[src/rtl/ps2_kb_pkg.sv]
// rtl/ps2_kb_pkg.sv - shared scan codes, parser states and event format for the PS/2 key event path
package ps2_kb_pkg;

  localparam logic [7:0] SC_EXT   = 8'hE0;
  localparam logic [7:0] SC_BREAK = 8'hF0;
  localparam logic [7:0] SC_A     = 8'h1C;
  localparam logic [7:0] SC_S     = 8'h1B;
  localparam logic [7:0] SC_D     = 8'h23;

  localparam logic [1:0] ST_IDLE    = 2'd0;
  localparam logic [1:0] ST_EXT     = 2'd1;
  localparam logic [1:0] ST_BRK     = 2'd2;
  localparam logic [1:0] ST_EXT_BRK = 2'd3;

  typedef enum logic [1:0] {
    LANE_NONE = 2'd0,
    LANE_A    = 2'd1,
    LANE_S    = 2'd2,
    LANE_D    = 2'd3
  } lane_t;

  localparam int EVT_W = 3;

  typedef struct packed {
    lane_t key;
    logic  press;
  } evt_t;

  function automatic lane_t lane_of(input logic [7:0] code);
    case (code)
      SC_A:    lane_of = LANE_A;
      SC_S:    lane_of = LANE_S;
      SC_D:    lane_of = LANE_D;
      default: lane_of = LANE_NONE;
    endcase
  endfunction

  // One-hot position of a lane inside the held vector (bit0=A).
  function automatic logic [2:0] lane_mask(input lane_t lane);
    case (lane)
      LANE_A:  lane_mask = 3'b001;
      LANE_S:  lane_mask = 3'b010;
      LANE_D:  lane_mask = 3'b100;
      default: lane_mask = 3'b000;
    endcase
  endfunction

endpackage

[src/rtl/ps2_evt_fifo.sv]
// rtl/ps2_evt_fifo.sv - first-word-fall-through event FIFO; a push while full with no pop is dropped
import ps2_kb_pkg::*;

module ps2_evt_fifo #(
  parameter int DEPTH = 4,
  parameter int W     = EVT_W
) (
  input  logic         clk,
  input  logic         resetn,
  input  logic         push,
  input  logic [W-1:0] push_data,
  input  logic         pop,
  output logic [W-1:0] head,
  output logic         empty,
  output logic         drop
);

  localparam int AW = $clog2(DEPTH);

  logic [AW:0]  wr_ptr;
  logic [AW:0]  rd_ptr;
  logic [W-1:0] mem [DEPTH];
  logic         full;
  logic         do_pop;
  logic         do_push;

  assign empty   = (wr_ptr == rd_ptr);
  assign full    = (wr_ptr[AW] != rd_ptr[AW]) && (wr_ptr[AW-1:0] == rd_ptr[AW-1:0]);
  assign do_pop  = pop && !empty;
  // A simultaneous pop frees a slot, so a push into a full FIFO still lands.
  assign do_push = push && (!full || do_pop);
  assign drop    = push && full && !do_pop;
  assign head    = empty ? '0 : mem[rd_ptr[AW-1:0]];

  always_ff @(posedge clk) begin
    if (!resetn) begin
      wr_ptr <= '0;
      rd_ptr <= '0;
    end else begin
      if (do_push) wr_ptr <= wr_ptr + 1'b1;
      if (do_pop)  rd_ptr <= rd_ptr + 1'b1;
    end
  end

  always_ff @(posedge clk) begin
    if (do_push) mem[wr_ptr[AW-1:0]] <= push_data;
  end

endmodule

[src/rtl/ps2_key_event_ctrl.sv]
// rtl/ps2_key_event_ctrl.sv - PS/2 receiver handshake, make/break/extended parser and lane press/release events
import ps2_kb_pkg::*;

module ps2_key_event_ctrl #(
  parameter int FIFO_DEPTH = 4,
  parameter int TIMEOUT    = 1_000_000,
  parameter int TO_W       = 20
) (
  input  logic       clk,
  input  logic       resetn,
  input  logic [7:0] scan_code,
  input  logic       scan_ready,
  output logic       read,
  output logic       evt_valid,
  input  logic       evt_ready,
  output logic [1:0] evt_key,
  output logic       evt_press,
  output logic [2:0] held,
  output logic       overflow
);

  logic            sync1;
  logic            rdy_s;
  logic            ack_pending;
  logic [7:0]      code_r;
  logic [1:0]      state;
  logic [1:0]      state_nxt;
  logic [TO_W-1:0] to_cnt;
  logic            timed_out;
  lane_t           lane;
  logic [2:0]      mask;
  logic            make;
  logic            brk;
  logic            held_hit;
  logic            push;
  logic [2:0]      held_nxt;
  evt_t            push_evt;
  evt_t            head_evt;
  logic            fifo_empty;
  logic            drop;

  // ack_pending blocks re-capture until the receiver has visibly dropped scan_ready.
  always_ff @(posedge clk) begin
    if (!resetn) begin
      sync1       <= 1'b0;
      rdy_s       <= 1'b0;
      ack_pending <= 1'b0;
      read        <= 1'b0;
      code_r      <= 8'h00;
    end else begin
      sync1 <= scan_ready;
      rdy_s <= sync1;
      read  <= 1'b0;
      if (!rdy_s) begin
        ack_pending <= 1'b0;
      end else if (!ack_pending) begin
        code_r      <= scan_code;
        ack_pending <= 1'b1;
        read        <= 1'b1;
      end
    end
  end

  assign lane      = lane_of(code_r);
  assign mask      = lane_mask(lane);
  assign held_hit  = |(held & mask);
  assign timed_out = (state != ST_IDLE) && (to_cnt == TO_W'(TIMEOUT));

  // code_r is parsed in the cycle read is high.
  always_comb begin
    state_nxt = state;
    make      = 1'b0;
    brk       = 1'b0;
    if (read) begin
      case (state)
        ST_IDLE: begin
          if (code_r == SC_EXT)         state_nxt = ST_EXT;
          else if (code_r == SC_BREAK)  state_nxt = ST_BRK;
          else                          make      = (lane != LANE_NONE);
        end
        ST_EXT:  state_nxt = (code_r == SC_BREAK) ? ST_EXT_BRK : ST_IDLE;
        ST_BRK: begin
          brk       = (lane != LANE_NONE);
          state_nxt = ST_IDLE;
        end
        default: state_nxt = ST_IDLE;
      endcase
    end else if (timed_out) begin
      state_nxt = ST_IDLE;
    end
  end

  // Repeats of a held key and breaks of a released key are swallowed here.
  assign push           = (make && !held_hit) || (brk && held_hit);
  assign push_evt.key   = lane;
  assign push_evt.press = make;

  always_comb begin
    held_nxt = held;
    if (push) held_nxt = make ? (held | mask) : (held & ~mask);
  end

  always_ff @(posedge clk) begin
    if (!resetn) begin
      state    <= ST_IDLE;
      to_cnt   <= '0;
      held     <= 3'b000;
      overflow <= 1'b0;
    end else begin
      state    <= state_nxt;
      held     <= held_nxt;
      overflow <= overflow | drop;
      if (read || state == ST_IDLE || timed_out) to_cnt <= '0;
      else                                       to_cnt <= to_cnt + 1'b1;
    end
  end

  ps2_evt_fifo #(
    .DEPTH (FIFO_DEPTH),
    .W     (EVT_W)
  ) u_fifo (
    .clk       (clk),
    .resetn    (resetn),
    .push      (push),
    .push_data (push_evt),
    .pop       (evt_ready),
    .head      (head_evt),
    .empty     (fifo_empty),
    .drop      (drop)
  );

  assign evt_valid = !fifo_empty;
  assign evt_key   = head_evt.key;
  assign evt_press = head_evt.press;

endmodule

[config.mk]
export PLATFORM = sky130hd
export DESIGN_NAME = ps2_key_event_ctrl
export DESIGN_NICKNAME = d
export VERILOG_FILES = /design/src/rtl/ps2_kb_pkg.sv /design/src/rtl/ps2_evt_fifo.sv /design/src/rtl/ps2_key_event_ctrl.sv
export SDC_FILE = /design/constraint.sdc
export NUM_CORES = 1
export LEC_CHECK = 0
export CAP_MARGIN = 20
export CORE_MARGIN = 2
export CORE_UTILIZATION = 62
export CTS_BUF_LIST = sky130_fd_sc_hd__clkbuf_8 sky130_fd_sc_hd__clkbuf_16
export CTS_CLUSTER_SIZE = 16
export DETAILED_ROUTE_END_ITERATION = 6
export GPL_TIMING_DRIVEN = 1
export PLACE_DENSITY = 0.84
export SKIP_CTS_REPAIR_TIMING = 1
export SYNTH_ARGS = -nofsm -noshare
export SYNTH_HDL_FRONTEND = slang
export SYNTH_SLANG_ARGS = --single-unit
[constraint.sdc]
create_clock -name clk -period 4.57 [get_ports clk]
set_input_delay 1.1425 -clock clk [delete_from_list [all_inputs] [get_ports clk]]
set_output_delay 1.1425 -clock clk [all_outputs]
set_load 0.02 [all_outputs]
## Word-level counts from Yosys, hierarchy flattened

Memories as Yosys holds them, arrays and structs flattened. A register that Yosys moved wholly into a read port is not among the register bits.
Cells that the tools add are included.

| storage, ports and cells | value |
|---|---|
| input bits | 12 |
| memory bits (writable) | 12 |
| output and inout port bits | 9 |
| memories | 1 |
| logic and storage cells | 84 |
| register bits after elaboration | 44 |

| operators by class | value |
|---|---|
| $add $sub $neg | 3 |
| bitwise logic cells | 7 |
| reduce and logical (&&, ||, !) cells | 25 |
| equality and inequality tests | 15 |
| mux-type cells | 22 |

Memory list:

| memory | depth | width | read ports | clocked after Yosys merged registers in | write ports | RTL line | RTL |
|---|---|---|---|---|---|---|---|
| u_fifo.mem | 4 | 3 | 1 | 1 | 1 | ps2_evt_fifo.sv:22 | `logic [W-1:0] mem [DEPTH];` |

Operators with widths:

| cell | number |
|---|---|
| adder 20 x 1 -> 20 bit, second input constant | 1 |
| equality test 20 bit, second input constant | 1 |
| equality test 8 x 5 -> 1 bit, second input constant | 2 |
| equality test 8 bit, second input constant | 2 |
| two-way mux 2 bit | 7 |
| two-way mux 1 bit | 10 |
| one-hot mux 3 bit (3 select lines) | 1 |
| equality test 8 x 6 -> 1 bit, second input constant | 1 |
| logical AND 1 bit | 8 |
| adder 3 x 1 -> 3 bit, second input constant | 2 |
| bitwise AND 3 bit | 2 |
| equality test 2 bit, second input constant | 3 |
| two-way mux 3 bit | 2 |
| one-hot mux 2 bit (3 select lines) | 1 |
| AND reduction 2 bit | 3 |
| nonzero test 2 bit | 3 |
| equality test 2 x 1 -> 1 bit, second input constant | 2 |
| zero test 1 bit | 4 |
| logical OR 1 bit | 4 |
| inequality test 4 bit, second input constant | 1 |
| one-hot mux 2 bit (2 select lines) | 1 |
| equality test 3 bit | 1 |
| inverter 3 bit | 1 |
| OR 3 bit | 1 |
| other kinds (7) | 8 |

## Longest topological paths before layout

Gate-level depths: netlist (run 1).

| depth | value |
|---|---|
| word-level depth | 12 |
| mapped depth | 8 |
| depth with buffers taken out | 7 |

## Hierarchy

Synthesis (run 1) repeated with hierarchy kept, for this count alone.

| second synthesis, totals | value |
|---|---|
| cells, all modules | 285 |
| area, all modules | 2807.7 µm² |

Modules (own cells, without submodules):

| module | area an instance (µm²) | times used | cells each | sequential area each (µm²) |
|---|---|---|---|---|
| ps2_key_event_ctrl | 1861.8 | 1 | 213 | 760.7 |
| ps2_evt_fifo | 945.9 | 1 | 72 | 520.5 |

## Worst setup path after synthesis (run 1)

No wires, ideal clock.

| path | value |
|---|---|
| path kind | register to output |
| from | register u_fifo.wr_ptr[0] |
| to | output port evt_key[0] |
| buffers on the path | 0 |
| data arrival time | 1.129 ns |
| stages on the path, launching flop included | 4 |
| required time | 3.428 ns |
| setup slack | 2.299 ns |
| cells stage by stage | dfxtp_1 -> xnor2_1 -> nand3b_1 -> and2_1 |

| between the ends | value |
|---|---|
| word-level cells in the longest chain between the ends | 2 |

Ends and longest elaborated chain:

| item | RTL line | RTL |
|---|---|---|
| start: declaration | ps2_evt_fifo.sv:20 | `logic [AW:0] wr_ptr;` |
| start signal: assignment | ps2_evt_fifo.sv:40 | `if (do_push) wr_ptr <= wr_ptr + 1'b1;` |
| equality test 3 bit | ps2_evt_fifo.sv:27 | `assign empty = (wr_ptr == rd_ptr);` |
| two-way mux 3 bit | ps2_evt_fifo.sv:33 | `assign head = empty ? '0 : mem[rd_ptr[AW-1:0]];` |
| end: declaration | ps2_key_event_ctrl.sv:16 | `output logic [1:0] evt_key,` |

Every way passes these cells.

==> results of run 1 <==
[cells by family (layout without fill, tap and decap cells)]
group           count (synthesis)  in the layout  synth area share (%)
buf+inv                        20             46                  3.76
xor+xnor                       23             23                  7.57
mux                             9              9                  4.79
flops                          58             58                  48.1
fa+ha+maj                       7              7                  3.29
compound gates                 23             23                  7.28
simple gates                  129            129                  25.2
[layer usage]
metal  wire length (um)  up-vias  GRT usage (%)
met4                 91        0           12.4
met3                149       10           4.80
met1               2150      905           26.6
met2               2310       34           36.3
li1                   -      965              -
met5                  0        -              0
[sequential cells by signal, indices dropped and copies added (netlist names), named ones only]
name	flops
to_cnt	20
u_fifo.mem	12
code_r	8
u_fifo.rd_ptr	3
u_fifo.wr_ptr	3
state	2
ack_pending	1
overflow	1
rdy_s	1
read	1
sync1	1
[critical path: stages, from the launching register on]
cell and delay (ps):
dfxtp_1 430, mux4_2 540, and2_1 170, clkdlybuf4s50_1 520
[worst paths after layout]
| path | slack [ps] | to | depth (start not counted) | start |
|---|---|---|---|---|
| worst max-delay path | 1440 | evt_key[0] | 3 | flop |
| worst min-delay path | 450 | rdy_s | 1 | sync1 |
| worst max register to register | 2260 | u_fifo.mem[0][0] | 5 | code_r[2] |
| worst min register to register | 450 | rdy_s | 1 | sync1 |
[report_power, final]
| part | internal, uW | switching [uW] | leakage, uW |
|---|---|---|---|
| combinational | 14.8 | 11.4 | 0.000510 |
| sequential | 524 | 3.66 | 0.000491 |
| clock | 428 | 193 | 0.000132 |
[layout make-up]
| cell class | count | share of cell area (%) |
|---|---|---|
| Tap cell | 50 | 2.00 |
| Clock buffer | 10 | 4.40 |
| Timing Repair Buffer | 20 | 6.40 |
| Multi-Input combinational cell | 191 | 41.0 |
| Inverter | 10 | 1.20 |
| Sequential cell | 58 | 41.0 |
| Clock inverter | 6 | 4.08 |
[layout by cell type, fill, tap and decap left out, types with 2 or more instances in the layout]
cell type | synthesis | layout
bufinv_16 | 0 | 4
clkdlybuf4s50_1 | 0 | 20
a21oi_1 | 2 | 2
mux4_2 | 3 | 3
dfxtp_1 | 46 | 46
nor4_1 | 4 | 4
a21boi_0 | 10 | 10
xnor2_1 | 13 | 13
and4_1 | 2 | 2
inv_1 | 10 | 10
ha_1 | 7 | 7
o21bai_1 | 2 | 2
nor2b_1 | 2 | 2
and3_1 | 3 | 3
and2_1 | 17 | 17
clkbuf_8 | 1 | 10
nand2b_1 | 2 | 2
nand2_1 | 36 | 36
xor2_1 | 10 | 10
clkinv_1 | 0 | 2
nor3_1 | 3 | 3
o2111ai_1 | 2 | 2
nor2_1 | 29 | 29
nand4_1 | 7 | 7
edfxtp_1 | 12 | 12
mux2i_1 | 6 | 6
nand3_1 | 13 | 13
nand3b_1 | 2 | 2
[synth_stat cells, types with 2 or more instances]
cell,n
and2_1,17
xnor2_1,13
edfxtp_1,12
a21oi_1,2
ha_1,7
nand3_1,13
buf_6,2
nor3_1,3
nand4_1,7
clkbuf_1,6
inv_1,10
and4_1,2
nand2_1,36
nand3b_1,2
o2111ai_1,2
nor4_1,4
a21boi_0,10
xor2_1,10
nor2b_1,2
nand2b_1,2
and3_1,3
mux2i_1,6
o21bai_1,2
dfxtp_1,46
mux4_2,3
nor2_1,29
[per-stage QoR]
step / setup slack, ps / instances / area [um2] / hold WS [ps]
finish: 1440 / 345 / 3130 / 448
global route: 1250 / 345 / 3130 / 457
CTS: 1410 / 345 / 3130 / 452
detailed placement: 1210 / 329 / 2860 / 427
global placement: 1270 / 329 / 2860 / 416
floorplan: 2300 / 269 / 2660 / 412
==> summary.txt, run 1 <==
Outcome
  • Outcome: complete, no violations

Clock network
  • Clock sink total: 58
  • CTS tree: yes
  • Skew-Pair Late Insertion Delay: 330 ps
  • Root Buffer: clkbuf_8
  • CTS clk-pin slew, worst paths: 60 ps
  • CTS H-tree depth: 3
  • TritonCTS Buffers: 9
  • Max clock buf depth: 2

Yosys
  • Synthesized area: 0.00266 mm2
  • Post-synth EDFFs: 12
  • Post-Syn Instances: 269
  • Dominant cell type by area after synthesis: dfxtp_1
  • Post-Syn Nets: 288
  • Synth Area per Inst: 9.90 um2
  • Register area share after synthesis: 48.1%
  • Cell variety after synth: 44
  • Synth Warn #: 0
  • Fraction of registers with async set/reset: 0%
  • Seq cells post-synth: 58
  • Most used DFF post-synth: dfxtp_1
  • Post-synth top area share: 34.6%
  • Synth area leaders: dfxtp_1 (35%), edfxtp_1 (14%), nand2_1 (5.1%)

GRT
  • GRT overflow: 0
  • Initial antenna violation count: 0
  • Vias in the first global route: 1835
  • First-pass GRT wire length: 8.34 mm
  • Largest net degree at the start of global routing: 31
  • Total GRT Usage: 22.0%

Route
  • Antenna Violating Nets Remaining: 0
  • Vias per cell: 5.55
  • Detailed Route Iter0 Violations: 89
  • Total iterations of the first detailed-routing run: 4
  • Via Count: 1914
  • DRT Wirelength: 4.70 mm
  • Residual DRC: 0
  • WL per Instance: 13.6 um

Place
  • GP Congestion: 0.805
  • Port bufs: 20
  • Dpl hpwl: 3.28 mm

Worst setup path
  • Crit path DAT: 1990 ps
  • Worst Setup End Kind: output port
  • Worst Path Max Fanout: 3
  • Req. time, crit path: 3430 ps
  • Crit Path Class: flop to output port
  • Worst setup SP type: flop

STA
  • Final period util: 68.6%
  • TNS Setup: 0 ps
  • Setup violations, final: 0
  • Final count of pins violating max slew: 0
  • Headroom to the max-slew limit: 40.5%
  • Clk_skew: 5.25 ps
  • RSZ-0062 raised after global routing: false
  • Final Hold Vio Count: 0
  • Post-layout minimum cycle time: 3130 ps
  • Tightest Pin Transition: 890 ps
  • Fmax: 0.319 GHz

Finish
  • Antenna diode count: 0
  • Layout Area Growth over Synthesis: 17.5%
  • # nets final: 309
  • Share of cells above drive strength 1: 8.47%
  • Register area: 0.00128 mm2
  • Final core occ: 77.1%
  • Area of the multi-input gates: 0.00128 mm2
  • Fill cell total of the finished layout: 291

Die
  • Ports: 21
  • Initial Util: 65.6%
  • # rows: 23
  • Core area: 0.00406 mm2
  • Die footprint: 0.00483 mm2
  • Chip Height: 69.5 um
  • Die width: 69.5 um

Power and ir drop
  • Total power: 1180 uW
  • Peak supply drop: 349 uV
  • P_leak: 0.00113 uW
  • Cell Pwr Density: 376 mW/mm2

Run
  • # Max-Cap Violations: 0

Hold path
  • Min-delay worst type: flop to flop
Note: power is estimated with default switching activity, not from simulation.
==> run 2: changes to the inputs <==
--- a/config.mk
+++ b/config.mk
@@ -7,12 +7,12 @@
 export LEC_CHECK = 0
 export CAP_MARGIN = 20
 export CORE_MARGIN = 2
-export CORE_UTILIZATION = 62
+export CORE_UTILIZATION = 57
 export CTS_BUF_LIST = sky130_fd_sc_hd__clkbuf_8 sky130_fd_sc_hd__clkbuf_16
 export CTS_CLUSTER_SIZE = 16
 export DETAILED_ROUTE_END_ITERATION = 6
 export GPL_TIMING_DRIVEN = 1
-export PLACE_DENSITY = 0.84
+export PLACE_DENSITY = 0.78
 export SKIP_CTS_REPAIR_TIMING = 1
 export SYNTH_ARGS = -nofsm -noshare
 export SYNTH_HDL_FRONTEND = slang
==> constraint.sdc (replaced) <==
create_clock -name clk -period 3 [get_ports clk]
set_input_delay 0.75 -clock clk [delete_from_list [all_inputs] [get_ports clk]]
set_output_delay 0.75 -clock clk [all_outputs]
set_load 0.02 [all_outputs]
==> run 2 against run 1 <==
Net effect:
- global-route usage decreased by 0.64 points
- first-iteration DRC count fell by 26%
- clock-buffer cell count is the same
- register-to-register slack got worse by 1500 ps
- clock skew grew 3.1 ps
- total power is 40% higher
==> summary.txt, run 2 (synthesis gave the netlist of run 1 again) <==
Die
  • Ports: 21
  • Die width: 72.3 um
  • Initial Util: 60.3%
  • Die footprint: 0.00523 mm2
  • Core area: 0.00441 mm2
  • Chip Height: 72.3 um
  • # rows: 24

STA
  • Clk_skew: 8.40 ps
  • Setup violations, final: 0
  • Min Hold Slack: 437 ps
  • Final period util: 90.2%
  • Final Hold Vio Count: 0
  • Post-layout minimum cycle time: 2710 ps
  • Headroom to the max-slew limit: 63.7%
  • Fmax: 0.370 GHz
  • TNS Setup: 0 ps
  • Tightest Pin Transition: 544 ps
  • RSZ-0062 raised after global routing: false
  • Final count of pins violating max slew: 0

Finish
  • Fill cell total of the finished layout: 361
  • Area of the multi-input gates: 0.00128 mm2
  • Reg with most FFs: to_cnt
  • Register area: 0.00128 mm2
  • Most frequent cells in the layout: dfxtp_1 (46), nand2_1 (36), nor2_1 (29)
  • Most common cell after layout, fill and taps aside: dfxtp_1
  • Antenna diode count: 0
  • Max reg flops: 20
  • Share of cells above drive strength 1: 9.73%
  • Layout Area Growth over Synthesis: 16.7%
  • Final Cell Area: 0.00311 mm2
  • # nets final: 312

Route
  • Met3 Wirelength: 207 um
  • Via Count: 1899
  • Antenna Violating Nets Remaining: 0
  • Residual DRC: 0
  • DR top layer: met4
  • WL per Instance: 13.3 um
  • Met1 wire length: 2.08 mm
  • DRT Wirelength: 4.65 mm
  • Vias per cell: 5.43
  • Detailed Route Iter0 Violations: 66
  • Metal2 WL: 2.33 mm
  • Total iterations of the first detailed-routing run: 4

Clock network
  • TritonCTS Buffers: 9
  • Clock sink total: 58
  • CTS H-tree depth: 3
  • Max clock buf depth: 2
  • CTS tree: yes
  • Skew-Pair Late Insertion Delay: 340 ps
  • CTS clk-pin slew, worst paths: 60 ps
  • Root Buffer: clkbuf_8

Place
  • Port bufs: 20
  • Dpl hpwl: 3.17 mm
  • GP Congestion: 0.801
  • Cell area after placement: 0.00289 mm2

GRT
  • Initial antenna violation count: 0
  • GRT overflow: 0
  • Vias in the first global route: 1863
  • Largest net degree at the start of global routing: 21
  • First-pass GRT wire length: 8.28 mm
  • Total GRT Usage: 21.4%

Worst setup path
  • Req. time, crit path: 2250 ps
  • Crit path DAT: 1960 ps
  • FF-to-FF path depth: 6
  • Worst setup SP type: flop
  • Bufs and invs on worst path: 1
  • Critical path's largest stage delay: 520 ps
  • Crit Path Class: flop to output port
  • Cells along the critical path: mux4_2 > and2_1 > clkdlybuf4s50_1
  • Critical path's slowest cell: clkdlybuf4s50_1
  • CP delay by family, top: buffers and inverters
  • Crit path depth: 3
  • Worst Setup End Kind: output port
  • Worst Path Max Fanout: 3

Power and ir drop
  • Peak supply drop: 589 uV
  • P_leak: 0.00113 uW
  • Total power: 1640 uW
  • Cell Pwr Density: 528 mW/mm2

Hold path
  • Min-delay worst type: flop to flop
  • Hold path depth: 1

Run
  • # Max-Cap Violations: 0

Outcome
  • Outcome: complete, no violations
## run 2: changes by cell type in the layout (fill, tap and decap cells not counted), sizes merged
cell,delta
clkinvlp,+1
buf,+3
inv,+1
bufinv,-2
## run 2: power breakdown
group	leakage [uW]	internal, uW	switching, uW
Clock	0.000113	484	311
Sequential	0.000491	798	6.15
Combinational	0.000524	23.0	17.3
## run 2: per-stage QoR
step	setup WS, ps	util (%)	std cells
after floorplan	917	-	269
after global placement	664	65.4	334
after detailed placement	640	65.4	334
after CTS	255	70.4	350
after global routing	183	70.4	350
final	294	70.4	350
## run 2: final cells by class
class / instances / area share, %
Clock buffer: 10 / 4.43
Timing Repair Buffer: 23 / 7.17
Clock inverter: 6 / 2.62
Multi-Input combinational cell: 191 / 41.2
Tap cell: 52 / 2.09
Inverter: 10 / 1.21
Sequential cell: 58 / 41.2
## run 2: worst register-to-register path, delay by kind of cell, from the launching register on
family                 cells  cell delay [ps]
and+or+nand+nor            3              930
AOI/OAI and AO/OA          2              470
DFF                        1              400
buffers and inverters      1              180
## run 2: metal layers
| layer | vias up | GRT usage (%) |
|---|---|---|
| met5 | - | 0 |
| met4 | 0 | 8.60 |
| met3 | 6 | 10.3 |
| met2 | 38 | 34.9 |
| met1 | 880 | 24.1 |
| li1 | 975 | - |
## run 2: path summary, 6_finish.rpt
check | start | end | slack (ps)
setup reg to reg | code_r[5] | u_fifo.mem[0][2] | 740
hold reg to reg | sync1 | rdy_s | 440
hold / removal | sync1 | rdy_s | 440
setup / recovery | flop | evt_key[0] | 290
==> run 3: changes to the inputs <==
--- a/config.mk
+++ b/config.mk
@@ -5,10 +5,8 @@
 export SDC_FILE = /design/constraint.sdc
 export NUM_CORES = 1
 export LEC_CHECK = 0
-export CAP_MARGIN = 20
 export CORE_MARGIN = 2
 export CORE_UTILIZATION = 57
-export CTS_BUF_LIST = sky130_fd_sc_hd__clkbuf_8 sky130_fd_sc_hd__clkbuf_16
 export CTS_CLUSTER_SIZE = 16
 export DETAILED_ROUTE_END_ITERATION = 6
 export GPL_TIMING_DRIVEN = 1
==> run 3 against run 2 <==
Net effect:
- clock skew did not move
- routed wire length about the same
- sequential share of layout area did not move
- clock power is essentially flat
==> summary.txt, run 3 (synthesis gave the netlist of run 1 again) <==
Outcome
  • Outcome: complete, no violations

Worst setup path
  • Crit path DAT: 1960 ps
  • Worst Setup End Kind: output port
  • RR Endpoint: u_fifo.mem[0][2]
  • Crit path depth: 3
  • Critical path's largest stage delay: 520 ps
  • Worst Path Max Fanout: 3
  • Worst setup SP type: flop
  • Crit Path Class: flop to output port
  • FF-to-FF path depth: 6
  • Critical path's slowest cell: clkdlybuf4s50_1
  • Bufs and invs on worst path: 1
  • Reg2reg start: code_r[5]
  • CP delay by family, top: buffers and inverters
  • Req. time, crit path: 2250 ps
  • Cells along the critical path: mux4_2 > and2_1 > clkdlybuf4s50_1
  • Worst reg2reg setup slack: 740 ps
  • Crit path capture: evt_key[0]

Finish
  • Most frequent cells in the layout: dfxtp_1 (46), nand2_1 (36), nor2_1 (29)
  • # nets final: 312
  • Most common cell after layout, fill and taps aside: dfxtp_1
  • Max reg flops: 20
  • Fill cell total of the finished layout: 361
  • Register area: 0.00128 mm2
  • Area of the multi-input gates: 0.00128 mm2
  • Antenna diode count: 0
  • Share of cells above drive strength 1: 9.73%
  • Layout Area Growth over Synthesis: 16.7%
  • Reg with most FFs: to_cnt

STA
  • Clk_skew: 8.40 ps
  • Setup violations, final: 0
  • Min Hold Slack: 437 ps
  • Tightest Pin Transition: 544 ps
  • RSZ-0062 raised after global routing: false
  • Post-layout minimum cycle time: 2710 ps
  • Fmax: 0.370 GHz
  • Final Hold Vio Count: 0
  • Headroom to the max-slew limit: 63.7%
  • Final period util: 90.2%
  • TNS Setup: 0 ps
  • Final count of pins violating max slew: 0

Clock network
  • CTS clk-pin slew, worst paths: 60 ps
  • TritonCTS Buffers: 9
  • Root Buffer: clkbuf_8
  • CTS H-tree depth: 3
  • Skew-Pair Late Insertion Delay: 340 ps
  • CTS tree: yes
  • Clock sink total: 58
  • Max clock buf depth: 2

Route
  • DRT Wirelength: 4.65 mm
  • Residual DRC: 0
  • Vias per cell: 5.43
  • Antenna Violating Nets Remaining: 0
  • Detailed Route Iter0 Violations: 66
  • Total iterations of the first detailed-routing run: 4
  • WL per Instance: 13.3 um
  • Via Count: 1899

GRT
  • First-pass GRT wire length: 8.28 mm
  • Vias in the first global route: 1863
  • GRT overflow: 0
  • Largest net degree at the start of global routing: 21
  • Initial antenna violation count: 0
  • Total GRT Usage: 21.4%

Die
  • Initial Util: 60.3%
  • Chip Height: 72.3 um
  • Core area: 0.00441 mm2
  • # rows: 24
  • Die footprint: 0.00523 mm2
  • Ports: 21
  • Die width: 72.3 um

Place
  • Port bufs: 20
  • GP Congestion: 0.801
  • Dpl hpwl: 3.17 mm

Power and ir drop
  • Cell Pwr Density: 529 mW/mm2
  • Peak supply drop: 589 uV
  • P_leak: 0.00112 uW

Hold path
  • Min-delay worst type: flop to flop

Run
  • # Max-Cap Violations: 0
-- run 3: changes by cell type in the layout (fill, tap and decap cells not counted) --
cell	before	now
inv_1	11	10
clkbuf_1	0	1
-- run 3: layout make-up --
class                      count  share of cell area [%]
clock inverter                 5                    2.50
multi-input combinational    191                    41.2
inverter                      10                    1.21
sequential                    58                    41.2
timing repair buffer          23                    7.17
clock buffer                  11                    4.55
tap                           52                    2.09
-- run 3: worst min path at each step --
| stage | startpoint | to | slack, ps | depth (start not counted) |
|---|---|---|---|---|
| 5_1_grt | sync1 | rdy_s | 460 | 1 |
| 3_5_place_dp | sync1 | rdy_s | 420 | 1 |
| 2_1_floorplan | sync1 | rdy_s | 410 | 1 |
| 4_1_cts | sync1 | rdy_s | 440 | 1 |
| 3_3_place_gp | sync1 | rdy_s | 420 | 1 |
| 6_report | sync1 | rdy_s | 440 | 1 |
-- run 3: per-layer routing --
metal  track usage, %  vias up  wire length (um)
li1                 -      975                 -
met1             24.1      880              2080
met2             34.9       38              2330
met3             10.3        6               207
met4             8.60        0                41
met5                0        -                 0
-- run 3: per-stage QoR --
stage,worst slack [ps],utilization (%),power (uW),instances,area [um2]
finish,294,70.4,1640,350,3110
global route,183,70.4,1700,350,3110
CTS,255,70.4,1660,350,3110
detailed placement,640,65.4,861,334,2890
global placement,664,65.4,860,334,2890
floorplan,917,-,843,269,2660
-- run 3: where the power goes --
part           internal [uW]  switching (uW)  leakage, uW
clock network            487             311     0.000109
registers                798            6.15     0.000491
logic                   23.0            17.3     0.000524
